===== config.mk =====
export PLATFORM = sky130hd
export DESIGN_NAME = vram_avl_fill_master
export DESIGN_NICKNAME = d
export VERILOG_FILES = /design/src/rtl/vram_fill_pkg.sv /design/src/rtl/vram_fill_addr_ctr.sv /design/src/rtl/vram_avl_fill_master.sv
export SDC_FILE = /design/constraint.sdc
export NUM_CORES = 1
export LEC_CHECK = 0
export CORE_MARGIN = 2
export CORE_UTILIZATION = 49
export DETAILED_ROUTE_END_ITERATION = 6
export PLACE_DENSITY = 0.78
export SETUP_SLACK_MARGIN = 0.05
export SYNTH_ARGS = -nofsm -noshare
export SYNTH_HDL_FRONTEND = slang
export SYNTH_HIERARCHICAL = 1
export SYNTH_SLANG_ARGS = --single-unit

===== constraint.sdc =====
create_clock -name CLK -period 5.9 [get_ports CLK]
set_input_delay 1.18 -clock CLK [delete_from_list [all_inputs] [get_ports CLK]]
set_output_delay 1.18 -clock CLK [all_outputs]
set_load 0.01 [all_outputs]

===== src/rtl/vram_fill_pkg.sv =====
// Shared types and helpers for the VRAM Avalon fill master.
// Contents:
//   fill_state_t    - fill sequencer states
//   VRAM_WORDS_C    - words in the text/track VRAM window
//   PALETTE_SEL_BIT - address bit selecting the palette range (never driven high)
//   byte_masked_eq  - compares two words on the enabled byte lanes only
package vram_fill_pkg;

    typedef enum logic [2:0] {
        IDLE,
        WR,
        RD,
        NEXT,
        FINISH
    } fill_state_t;

    localparam int unsigned VRAM_WORDS_C    = 512;
    localparam int unsigned PALETTE_SEL_BIT = 9;

    function automatic logic byte_masked_eq(input logic [31:0] a,
                                            input logic [31:0] b,
                                            input logic [3:0]  be);
        logic eq;
        eq = 1'b1;
        for (int i = 0; i < 4; i++) begin
            if (be[i] && (a[8*i +: 8] != b[8*i +: 8])) begin
                eq = 1'b0;
            end
        end
        return eq;
    endfunction

endpackage


===== src/rtl/vram_fill_addr_ctr.sv =====
// Wrapping word-address counter plus remaining-word down-counter.
// Ports:
//   clk_i, rst_ni  - clock, asynchronous active-low reset
//   load_i         - load start address (wrapped into the window) and word count
//   step_i         - advance address (mod VRAM_WORDS) and decrement remaining count
//   load_addr_i    - start address
//   load_count_i   - number of words
//   addr_nxt_o     - address the counter will hold after this edge
//   zero_o         - remaining count is zero
module vram_fill_addr_ctr
    import vram_fill_pkg::*;
#(
    parameter int unsigned ADDR_W     = 10,
    parameter int unsigned VRAM_WORDS = VRAM_WORDS_C
) (
    input  logic              clk_i,
    input  logic              rst_ni,
    input  logic              load_i,
    input  logic              step_i,
    input  logic [ADDR_W-1:0] load_addr_i,
    input  logic [9:0]        load_count_i,
    output logic [ADDR_W-1:0] addr_nxt_o,
    output logic              zero_o
);

    // VRAM_WORDS is a power of two, so masking gives the modulo wrap.
    localparam logic [ADDR_W-1:0] WrapMask = ADDR_W'(VRAM_WORDS - 1);

    logic [ADDR_W-1:0] addr_q, addr_d;
    logic [9:0]        rem_q, rem_d;

    always_comb begin
        addr_d = addr_q;
        rem_d  = rem_q;
        if (load_i) begin
            addr_d = load_addr_i & WrapMask;
            rem_d  = load_count_i;
        end else if (step_i) begin
            addr_d = (addr_q + 1'b1) & WrapMask;
            rem_d  = rem_q - 1'b1;
        end
    end

    always_ff @(posedge clk_i or negedge rst_ni) begin
        if (!rst_ni) begin
            addr_q <= '0;
            rem_q  <= '0;
        end else begin
            addr_q <= addr_d;
            rem_q  <= rem_d;
        end
    end

    assign addr_nxt_o = addr_d;
    assign zero_o     = (rem_q == 10'd0);

endmodule


===== src/rtl/vram_avl_fill_master.sv =====
// Avalon-MM master that block-fills VRAM words, optionally reading each word
// back and counting byte-masked mismatches.
// Ports:
//   CLK, RESET_N          - clock, asynchronous active-low reset
//   START                 - command strobe, accepted only when idle
//   START_ADDR/WORD_COUNT - first word and number of words (0..512)
//   PATTERN/FILL_BE       - fill data and byte enables for every write
//   VERIFY                - read back and compare each written word
//   BUSY/DONE/ERR_COUNT   - status; ERR_COUNT holds until the next START
//   AVM_*                 - Avalon master towards the VRAM slave port
// Build option: VRAM_FILL_INCR_EN adds PATTERN_STEP; word k is written with
// PATTERN + k*PATTERN_STEP.
module vram_avl_fill_master
    import vram_fill_pkg::*;
#(
    parameter int unsigned ADDR_W     = 10,
    parameter int unsigned DATA_W     = 32,
    parameter int unsigned VRAM_WORDS = VRAM_WORDS_C,
    parameter int unsigned READ_WAIT  = 1
) (
    input  logic              CLK,
    input  logic              RESET_N,
    input  logic              START,
    input  logic [ADDR_W-1:0] START_ADDR,
    input  logic [9:0]        WORD_COUNT,
    input  logic [DATA_W-1:0] PATTERN,
`ifdef VRAM_FILL_INCR_EN
    input  logic [DATA_W-1:0] PATTERN_STEP,
`endif
    input  logic [3:0]        FILL_BE,
    input  logic              VERIFY,
    output logic              BUSY,
    output logic              DONE,
    output logic [9:0]        ERR_COUNT,
    output logic              AVM_CS,
    output logic              AVM_WRITE,
    output logic              AVM_READ,
    output logic [ADDR_W-1:0] AVM_ADDR,
    output logic [3:0]        AVM_BYTE_EN,
    output logic [DATA_W-1:0] AVM_WRITEDATA,
    input  logic [DATA_W-1:0] AVM_READDATA
);

    localparam logic [7:0] RdLast = 8'(READ_WAIT);

    fill_state_t       state_q, state_d;
    logic [7:0]        rd_cnt_q, rd_cnt_d;
    logic [DATA_W-1:0] pat_q, pat_d;
    logic [3:0]        be_q, be_d;
    logic              verify_q, verify_d;
    logic [9:0]        err_q, err_d;
`ifdef VRAM_FILL_INCR_EN
    logic [DATA_W-1:0] step_q, step_d;
`endif

    logic              start_acc, ctr_step, ctr_zero;
    logic [ADDR_W-1:0] ctr_addr_nxt;

    // Output registers, loaded from the next state so strobes align with it.
    logic              cs_q, cs_d, wr_q, wr_d, rd_q, rd_d;
    logic              busy_q, busy_d, done_q, done_d;
    logic [ADDR_W-1:0] addr_q, addr_d;
    logic [3:0]        byte_en_q, byte_en_d;
    logic [DATA_W-1:0] wdata_q, wdata_d;

    assign start_acc = (state_q == IDLE) && START;
    // Address/pattern advance on entry to NEXT, so NEXT already sees the new word.
    assign ctr_step  = (state_d == NEXT) && (state_q != NEXT);

    vram_fill_addr_ctr #(
        .ADDR_W     (ADDR_W),
        .VRAM_WORDS (VRAM_WORDS)
    ) u_addr_ctr (
        .clk_i        (CLK),
        .rst_ni       (RESET_N),
        .load_i       (start_acc),
        .step_i       (ctr_step),
        .load_addr_i  (START_ADDR),
        .load_count_i (WORD_COUNT),
        .addr_nxt_o   (ctr_addr_nxt),
        .zero_o       (ctr_zero)
    );

    // State register (plus command/datapath registers).
    always_ff @(posedge CLK or negedge RESET_N) begin
        if (!RESET_N) begin
            state_q   <= IDLE;
            rd_cnt_q  <= '0;
            pat_q     <= '0;
            be_q      <= '0;
            verify_q  <= 1'b0;
            err_q     <= '0;
`ifdef VRAM_FILL_INCR_EN
            step_q    <= '0;
`endif
            cs_q      <= 1'b0;
            wr_q      <= 1'b0;
            rd_q      <= 1'b0;
            busy_q    <= 1'b0;
            done_q    <= 1'b0;
            addr_q    <= '0;
            byte_en_q <= '0;
            wdata_q   <= '0;
        end else begin
            state_q   <= state_d;
            rd_cnt_q  <= rd_cnt_d;
            pat_q     <= pat_d;
            be_q      <= be_d;
            verify_q  <= verify_d;
            err_q     <= err_d;
`ifdef VRAM_FILL_INCR_EN
            step_q    <= step_d;
`endif
            cs_q      <= cs_d;
            wr_q      <= wr_d;
            rd_q      <= rd_d;
            busy_q    <= busy_d;
            done_q    <= done_d;
            addr_q    <= addr_d;
            byte_en_q <= byte_en_d;
            wdata_q   <= wdata_d;
        end
    end

    // Next-state logic.
    always_comb begin
        state_d = state_q;
        unique case (state_q)
            IDLE:    if (START) state_d = (WORD_COUNT == 10'd0) ? FINISH : WR;
            WR:      state_d = verify_q ? RD : NEXT;
            RD:      if (rd_cnt_q == RdLast) state_d = NEXT;
            NEXT:    state_d = ctr_zero ? FINISH : WR;
            FINISH:  state_d = IDLE;
            default: state_d = IDLE;
        endcase
    end

    // Command latch, pattern accumulation, read-wait count and error count.
    always_comb begin
        be_d     = start_acc ? FILL_BE : be_q;
        verify_d = start_acc ? VERIFY : verify_q;
        rd_cnt_d = (state_q == RD && state_d == RD) ? rd_cnt_q + 8'd1 : 8'd0;
        pat_d    = pat_q;
`ifdef VRAM_FILL_INCR_EN
        step_d   = start_acc ? PATTERN_STEP : step_q;
        if (start_acc)     pat_d = PATTERN;
        else if (ctr_step) pat_d = pat_q + step_q;
`else
        if (start_acc)     pat_d = PATTERN;
`endif
        err_d = err_q;
        if (start_acc) begin
            err_d = '0;
        end else if (state_q == RD && rd_cnt_q == RdLast &&
                     !byte_masked_eq(AVM_READDATA, pat_q, be_q) && err_q != 10'h3FF) begin
            err_d = err_q + 10'd1;
        end
    end

    // Output logic.
    always_comb begin
        wr_d   = (state_d == WR);
        rd_d   = (state_d == RD);
        cs_d   = wr_d || rd_d;
        busy_d = cs_d || (state_d == NEXT);
        done_d = (state_d == FINISH);
        addr_d = '0;
        if (cs_d) begin
            addr_d                  = ctr_addr_nxt;
            addr_d[PALETTE_SEL_BIT] = 1'b0;
        end
        byte_en_d = wr_d ? be_d : (rd_d ? 4'hF : 4'h0);
        wdata_d   = wr_d ? pat_d : '0;
    end

    assign BUSY          = busy_q;
    assign DONE          = done_q;
    assign ERR_COUNT     = err_q;
    assign AVM_CS        = cs_q;
    assign AVM_WRITE     = wr_q;
    assign AVM_READ      = rd_q;
    assign AVM_ADDR      = addr_q;
    assign AVM_BYTE_EN   = byte_en_q;
    assign AVM_WRITEDATA = wdata_q;

endmodule


Word level (Yosys, flattened, before mapping) --
Index checks and enable logic that the tools add are counted.
Operators by class: $add $sub $neg 4, eq/ne operators 14, reduce and logical (&&, ||, !) cells 18, multiplexer cells 24
Operators with widths (number):
- $mux 32 | 2
- $mux 10 | 6
- $ne 8x8->1 | 4
- $logic_not 10->1 | 2
- $eq 3x2->1 const B | 4
- $mux 3 | 4
- $mux 4 | 3
- $pmux 3 s4 | 1
- $add 10x1->10 const B | 1
- $logic_and 1x1->1 | 10
- $ne 10x10->1 const B | 1
- $sub 10x1->10 const B | 1
- $add 9x1->9 const B | 1
- $mux 9 | 1
- $add 8x1->8 const B | 1
- $eq 8x1->1 const B | 1
- $mux 8 | 1
- $eq 3x1->1 const B | 2
- $mux 1 | 6
- $reduce_bool 2->1 | 2
- $eq 3x3->1 const B | 1
- $logic_not 3->1 | 1
- $ne 3x2->1 const B | 1
- $logic_or 1x1->1 | 2
- $logic_not 1->1 | 1
Word-level totals: output and inout bits 61, logic and storage cells 76, input bits 92, bits in registers 127

Longest topological paths before layout --
Gate-level depths: netlist of run 1.
word-level depth 12, gate-level depth with buffers 13, mapped depth without buffers 11

Cells and area by module --
Netlist of run 1, hierarchy kept.
By module, submodules not included:
- vram_avl_fill_master | instances 1, area each 4475.5 um^2, cells an instance 427, sequential area each 2702.6 um^2
- vram_fill_addr_ctr | instances 1, area each 1082.3 um^2, cells an instance 117, sequential area each 500.5 um^2

Worst setup path before layout of run 1 --
OpenSTA, ideal clock, no wires.
kind input to register, from input port START, to register u_addr_ctr.rem_q[5], path slack 2.581 ns, buffers on the path 2, required time 5.818 ns, stages 9, arrival 3.237 ns, library setup time 0.082 ns, cell sequence or4b_1 -> buf_4 -> clkinv_4 -> a211oi_2 -> nor2_1 -> buf_2 -> nor4b_1 -> or4b_2 -> a31oi_1
Between the ends: cells in the longest elaborated chain, start to end 5, elaborated cells between the ends (all ways) 7, classes of those cells eq/ne (1); mux (3); reduce/logical (3)
Ends and longest elaborated chain:
- start, declared | RTL line vram_avl_fill_master.sv:23 | input logic START,
- $mux 3 | RTL line vram_avl_fill_master.sv:129 | IDLE: if (START) state_d = (WORD_COUNT == 10'd0) ? FINISH : WR;
- $pmux 3 s4 | RTL line vram_avl_fill_master.sv:128 | unique case (state_q)
- $eq 3x2->1 | RTL line vram_avl_fill_master.sv:68 | assign ctr_step = (state_d == NEXT) && (state_q != NEXT);
- $logic_and 1x1->1 | RTL line vram_avl_fill_master.sv:68
- net ctr_step | RTL line vram_avl_fill_master.sv:56 | logic start_acc, ctr_step, ctr_zero;
- $reduce_bool 2->1 (no source line)
- end signal, assigned | RTL line vram_fill_addr_ctr.sv:50 | rem_q <= rem_d;
- end, declared | RTL line vram_fill_addr_ctr.sv:30 | logic [9:0] rem_q, rem_d;
The timed path passes the listed nets, and every way through them passes these cells. A chain may end at the register's enable or synchronous reset.

Worst setup path after layout of run 1 --
Same ends and word-level chain as after synthesis.

==> impl_metrics.env, run 1 <==
export IMPL_design_final_nets=788
export IMPL_comb_power_share=0.379
export IMPL_setup_repair_after_global_routing_missed_its_margin="false"
export IMPL_final_setup_tns_ns=0
export IMPL_gr_total_overflow=0
export IMPL_clock_root_buffer="sky130_fd_sc_hd__clkbuf_16"
export IMPL_seqPwrFrac=0.366
export IMPL_clock_latency_of_the_later_clocked_register_in_the_worst_skew_pair_ns=0.40
export IMPL_worstPathCellList="clkdlybuf4s50_1 > or4b_2 > clkinv_4 > a211oi_2 > nor2_1 > buf_4 > nor4b_1 > or4b_2 > a31oi_1"
export IMPL_dpl_worst_slack_ns=1.28
export IMPL_cpPeakStageDelay_ns=0.65
export IMPL_postCtsSetupBuffers=0
export IMPL_finalCriticalPeriod_ns=4.21
export IMPL_synthesis_yosys_warnings=6
export IMPL_syn_instance_count=542
export IMPL_max_vdd_ir_drop_mv=0.257
export IMPL_tritoncts_num_buffers=17
export IMPL_post_drt_wl_per_cell_um=16.4
export IMPL_worstSetupEndpointType="flip-flop"
export IMPL_tritoncts_clock_tree="built"
export IMPL_io_pin_count=153
export IMPL_cts_resized_gates=0
export IMPL_run_status="finished clean"
export IMPL_drive_above_1_share=0.0797
export IMPL_detail_route_first_pass_iterations=4
export IMPL_p_clk_frac=0.256
export IMPL_first_global_vias=4705
export IMPL_clkSlewWorstSetupHoldPaths_ns=0.06
export IMPL_crit_path_top_delay_cell="sky130_fd_sc_hd__or4b_2"
export IMPL_dr_wl_met2_um=6940
export IMPL_htree_num_levels=4
export IMPL_port_buffer_count=150
export IMPL_die_width_um=110
export IMPL_row_count=38
export IMPL_grt_antenna_before_repair=0
export IMPL_detailed_place_hpwl_um=9290
export IMPL_floorplan_initialDensity=0.505
export IMPL_setup_viol_count_final=0
export IMPL_synth_fp_nets=639
export IMPL_timing_worst_setup_path_type="input port to flip-flop"
export IMPL_aggregate_global_route_resource_usage=0.237
export IMPL_cap_violations=0
export IMPL_worst_path_most_repeated_cell="sky130_fd_sc_hd__or4b_2"
export IMPL_detail_route_drc_violations=0
export IMPL_netlist_area_mm2=0.00553
export IMPL_wl_met1_um=5780
export IMPL_finalHoldViolCount=0
export IMPL_cp_top_family="simple AND/OR/NAND/NOR gates"
export IMPL_highest_signal_layer="met4"
export IMPL_fmax_ghz=0.238
export IMPL_inserted_diodes=0
export IMPL_critical_path_buf_inv_count=3
export IMPL_worst_ep_required_time_ns=6.22
export IMPL_r2r_slack_ns=2.42
export IMPL_routed_wl_met3_um=906
export IMPL_fp_dieArea_mm2=0.0121
export IMPL_grt_pass1_wl_um=22200
export IMPL_timing_clock_skew_ns=0.0100
export IMPL_timing_max_slew_rel_slack=0.456
export IMPL_critical_path_startpoint_type="input port"
export IMPL_timing_worst_slew_pin_value_ns=0.815
export IMPL_initialDrtViolationCount=263
export IMPL_core_region_area_mm2=0.0109
export IMPL_layout_area_overhead_vs_synth_pct=39.1
export IMPL_place_congestion=0.815
export IMPL_drt_vias_per_instance=5.29
export IMPL_critical_path_max_fanout=74
export IMPL_sinks_on_the_clock_net=127
export IMPL_cts_hold_fix_buffers=0
export IMPL_synth_avg_cell_area_um2=10.2
export IMPL_ctsLongestPathBuffers=2
export IMPL_internal_power_uw=2550
export IMPL_hp_class="flip-flop to flip-flop"
export IMPL_grt_max_degree=75
export IMPL_drt_antenna_violating_nets=0
export IMPL_layout_setup_ws_ns=1.69
export IMPL_maxSlewViolCount=0
export IMPL_power_net_switching_uw=1390
export IMPL_switching_share=0.353
export IMPL_layout_worst_path_cycle_share=0.713
export IMPL_crit_path_arrival_time_ns=4.53
export IMPL_die_height_um=110
export IMPL_routed_via_count=4461
export IMPL_static_leakage_power_uw=0.00336
export IMPL_routed_wirelength_um=13800
export IMPL_power_density_mw_per_mm2=513
[per-stage QoR]
step / utilization / hold WS, ns / instances / cell area [µm²] / power, µW
after global routing: 0.703 / 0.528 / 843 / 7690 / 4210
after CTS: 0.703 / 0.487 / 843 / 7690 / 3980
after global placement: 0.650 / 0.454 / 812 / 7110 / 2880
after detailed placement: 0.650 / 0.474 / 812 / 7110 / 2940
after floorplan: - / 0.438 / 542 / 5530 / 2350
final: 0.703 / 0.485 / 843 / 7690 / 3940
[registers in the layout, summed over array words and instances, names as in the netlist]
signal / cells
AVM_WRITEDATA: 32
pat_q: 32
ERR_COUNT: 10
u_addr_ctr/rem_q: 10
AVM_ADDR: 9
u_addr_ctr/addr_q: 9
rd_cnt_q: 8
AVM_BYTE_EN: 4
be_q: 4
state_q: 3
AVM_CS: 1
AVM_READ: 1
AVM_WRITE: 1
BUSY: 1
DONE: 1
verify_q: 1
[worst reg2reg max path, cell delays in order (launching register included)]
cell                       delay (ns)
sky130_fd_sc_hd__dfrtp_1         0.42
sky130_fd_sc_hd__or4b_2          0.75
sky130_fd_sc_hd__clkinv_4        0.43
sky130_fd_sc_hd__a211oi_2        0.20
sky130_fd_sc_hd__nor2_1          0.13
sky130_fd_sc_hd__buf_4           0.22
sky130_fd_sc_hd__nor4b_1         0.45
sky130_fd_sc_hd__or4b_2          0.63
sky130_fd_sc_hd__a31oi_1         0.18
[layout by cell type (no fill, tap or decap), types with 3 or more instances in the layout]
cell and count:
sky130_fd_sc_hd__nand4_1 14, sky130_fd_sc_hd__nor2b_2 9, sky130_fd_sc_hd__or4_1 11, sky130_fd_sc_hd__or3_1 4, sky130_fd_sc_hd__o31ai_1 4, sky130_fd_sc_hd__buf_4 4, sky130_fd_sc_hd__nor2_1 16, sky130_fd_sc_hd__and3_1 5
sky130_fd_sc_hd__clkinvlp_4 6, sky130_fd_sc_hd__nand2_1 140, sky130_fd_sc_hd__a21oi_1 36, sky130_fd_sc_hd__clkinv_4 3, sky130_fd_sc_hd__clkbuf_16 17, sky130_fd_sc_hd__xnor2_1 41, sky130_fd_sc_hd__dfrtp_1 127, sky130_fd_sc_hd__nand3_1 16
sky130_fd_sc_hd__a21o_1 4, sky130_fd_sc_hd__a31oi_1 4, sky130_fd_sc_hd__ha_1 5, sky130_fd_sc_hd__o211ai_1 6, sky130_fd_sc_hd__o21ai_0 20, sky130_fd_sc_hd__mux2i_1 3, sky130_fd_sc_hd__nand2b_1 4, sky130_fd_sc_hd__xor2_1 7
sky130_fd_sc_hd__nor4b_1 3, sky130_fd_sc_hd__clkdlybuf4s50_1 149, sky130_fd_sc_hd__inv_1 10
[layout make-up]
cell class,instances,area (µm²)
Tap cell,140,175
Clock inverter,13,141
Fill cell,809,3250
Multi-Input combinational cell,381,2190
Inverter,11,46.3
Clock buffer,18,439
Sequential cell,127,3180
Timing Repair Buffer,153,1520
[path summary, 6_finish.rpt]
path                            startpoint                  end  depth (start not counted)
worst max-delay path                 START  u_addr_ctr/rem_q[5]                          9
min in group asynchronous          RESET_N         ERR_COUNT[2]                          1
max in group asynchronous          RESET_N            pat_q[19]                          2
worst min register to register    verify_q             verify_q                          2
worst max register to register  state_q[1]  u_addr_ctr/rem_q[5]                          8
worst min-delay path              verify_q             verify_q                          2
[per-layer routing]
| metal | global-route usage | vias up |
|---|---|---|
| li1 | - | 2139 |
| met3 | 0.0429 | 13 |
| met4 | 0.0929 | 0 |
| met5 | 0 | - |
| met2 | 0.402 | 143 |
| met1 | 0.304 | 2166 |
[power by group through the flow]
stage	Combinational [µW]	Clock (µW)	Sequential (µW)
floorplan	867	0	1480
global placement	1450	0	1430
detailed placement	1490	0	1450
CTS	1510	1030	1440
global route	1660	1070	1490
finish	1490	1010	1440
(Power assumes the default switching activity.)
==> inputs of run 2 (changes only) <==
--- a/config.mk
+++ b/config.mk
@@ -6,9 +6,9 @@
 export NUM_CORES = 1
 export LEC_CHECK = 0
 export CORE_MARGIN = 2
-export CORE_UTILIZATION = 49
+export CORE_UTILIZATION = 44
 export DETAILED_ROUTE_END_ITERATION = 6
-export PLACE_DENSITY = 0.78
+export PLACE_DENSITY = 0.74
 export SETUP_SLACK_MARGIN = 0.05
 export SYNTH_ARGS = -nofsm -noshare
 export SYNTH_HDL_FRONTEND = slang
==> constraint.sdc (replaced) <==
create_clock -name CLK -period 3.5 [get_ports CLK]
set_input_delay 0.7 -clock CLK [delete_from_list [all_inputs] [get_ports CLK]]
set_output_delay 0.7 -clock CLK [all_outputs]
set_load 0.01 [all_outputs]
==> run 2 against run 1 <==
Global-route usage decreased by 2.8 points. Clock-buffer cell count rose by 2. Clock skew shrank 0.0014 ns. Worst hold slack lost 0.22 ns. First-iteration DRC count shrank 25%. Sequential share of layout area decreased by 0.53 points. Core utilization is 6.0 points lower. Routed wire length fell by 2.4%. Critical path type is now flip-flop to flip-flop. Largest power group unchanged. Highest routed layer unchanged.
==> impl_metrics.env, run 2 (synthesis results as in run 1) <==
export IMPL_run_status="finished clean"
export IMPL_grt_max_degree=74
export IMPL_sinks_on_the_clock_net=127
export IMPL_worst_ep_required_time_ns=3.79
export IMPL_row_count=40
export IMPL_core_region_area_mm2=0.0121
export IMPL_power_density_mw_per_mm2=860
export IMPL_routed_via_count=4498
export IMPL_crit_path_arrival_time_ns=3.43
export IMPL_detail_route_drc_violations=0
export IMPL_layout_cells_most_common_list="sky130_fd_sc_hd__clkdlybuf4s50_1, sky130_fd_sc_hd__nand2_1, sky130_fd_sc_hd__dfrtp_1"
export IMPL_layout_area_overhead_vs_synth_pct=40.9
export IMPL_postCtsSetupBuffers=0
export IMPL_worstPathCellList="or4_1 > nor4b_1 > nand2_1 > nor3b_1 > a211oi_2 > nor2_1 > buf_4 > nand4_1 > xor2_1 > o21ai_0 > nor2b_2"
export IMPL_finalHoldViolCount=0
export IMPL_die_height_um=116
export IMPL_gr_total_overflow=0
export IMPL_layout_worst_path_cycle_share=0.897
export IMPL_critical_path_startpoint_type="flip-flop"
export IMPL_tritoncts_num_buffers=17
export IMPL_timing_max_slew_rel_slack=0.517
export IMPL_tritoncts_clock_tree="built"
export IMPL_design_final_nets=795
export IMPL_worstSetupEndpointType="flip-flop"
export IMPL_timing_worst_slew_pin_value_ns=0.724
export IMPL_static_leakage_power_uw=0.00341
export IMPL_aggregate_global_route_resource_usage=0.209
export IMPL_ctsLongestPathBuffers=2
export IMPL_detailed_place_hpwl_um=9480
export IMPL_clkSlewWorstSetupHoldPaths_ns=0.05
export IMPL_layout_setup_ws_ns=0.359
export IMPL_first_global_vias=4465
export IMPL_whs_ns=0.266
export IMPL_cap_violations=0
export IMPL_critical_path_buf_inv_count=1
export IMPL_fmax_ghz=0.318
export IMPL_grt_antenna_before_repair=0
export IMPL_post_drt_wl_per_cell_um=15.4
export IMPL_max_vdd_ir_drop_mv=0.420
export IMPL_port_buffer_count=150
export IMPL_cts_hold_fix_buffers=0
export IMPL_clock_latency_of_the_later_clocked_register_in_the_worst_skew_pair_ns=0.41
export IMPL_dpl_cell_count=847
export IMPL_timing_clock_skew_ns=0.00860
export IMPL_finish_utilization=0.643
export IMPL_setup_viol_count_final=0
export IMPL_critical_path_max_fanout=9
export IMPL_setup_repair_after_global_routing_missed_its_margin="false"
export IMPL_hp_class="input port to asynchronous set/reset pin"
export IMPL_cpPeakStageDelay_ns=0.68
export IMPL_drive_above_1_share=0.0874
export IMPL_timing_worst_setup_path_type="flip-flop to flip-flop"
export IMPL_drt_antenna_violating_nets=0
export IMPL_floorplan_initialDensity=0.456
export IMPL_crit_path_top_delay_cell="sky130_fd_sc_hd__or4_1"
export IMPL_grt_pass1_wl_um=21700
export IMPL_most_frequent_standard_cell_in_the_layout_excluding_fill_and_tap_cells="sky130_fd_sc_hd__clkdlybuf4s50_1"
export IMPL_detail_route_first_pass_iterations=4
export IMPL_htree_num_levels=4
export IMPL_drt_vias_per_instance=5.13
export IMPL_cp_startpoint="u_addr_ctr/rem_q[4]"
export IMPL_cp_top_family="simple AND/OR/NAND/NOR gates"
export IMPL_cts_resized_gates=0
export IMPL_final_setup_tns_ns=0
export IMPL_finalCriticalPeriod_ns=3.14
export IMPL_die_width_um=116
export IMPL_inserted_diodes=0
export IMPL_maxSlewViolCount=0
export IMPL_r2r_start="u_addr_ctr/rem_q[4]"
export IMPL_place_congestion=0.777
export IMPL_clock_root_buffer="sky130_fd_sc_hd__clkbuf_16"
export IMPL_routed_wirelength_um=13500
export IMPL_fp_dieArea_mm2=0.0135
export IMPL_initialDrtViolationCount=197
export IMPL_final_cells=877
export IMPL_dpl_worst_slack_ns=0.0397
export IMPL_io_pin_count=153
## run 2: path summary, 6_finish.rpt
path,to,slack (ns),cells past startpoint
setup / recovery,AVM_ADDR[3],0.36,11
hold / removal,AVM_WRITEDATA[5],0.27,1
setup reg to reg,AVM_ADDR[3],0.36,11
hold reg to reg,verify_q,0.46,2
max in group asynchronous,AVM_WRITEDATA[26],2.39,2
min in group CLK,verify_q,0.46,2
## run 2: through the flow
step	power (µW)	instance area, µm²
final	6690	7790
after global routing	7150	7790
after CTS	6760	7790
after detailed placement	5020	7210
after global placement	4930	7210
after floorplan	3960	5530
## run 2: final cells by class
| cell class | count | area [µm²] |
|---|---|---|
| fill | 979 | 4320 |
| sequential | 127 | 3180 |
| multi-input combinational | 381 | 2190 |
| timing repair buffer | 160 | 1590 |
| clock buffer | 20 | 467 |
| tap | 168 | 210 |
| clock inverter | 10 | 114 |
| inverter | 11 | 46.3 |
## run 2: layer usage
layer	share of wire	up-vias	global-route usage
met5	0	-	0
met2	0.48	154	0.337
li1	-	2155	-
met1	0.44	2161	0.269
met4	0.024	0	0.0905
met3	0.061	28	0.0554
## run 2: power by group
group | total, µW | internal [µW] | switching, µW
logic | 2560 | 1220 | 1340
registers | 2430 | 2070 | 360
clock network | 1710 | 1090 | 613
total | 6690 | 4380 | 2310
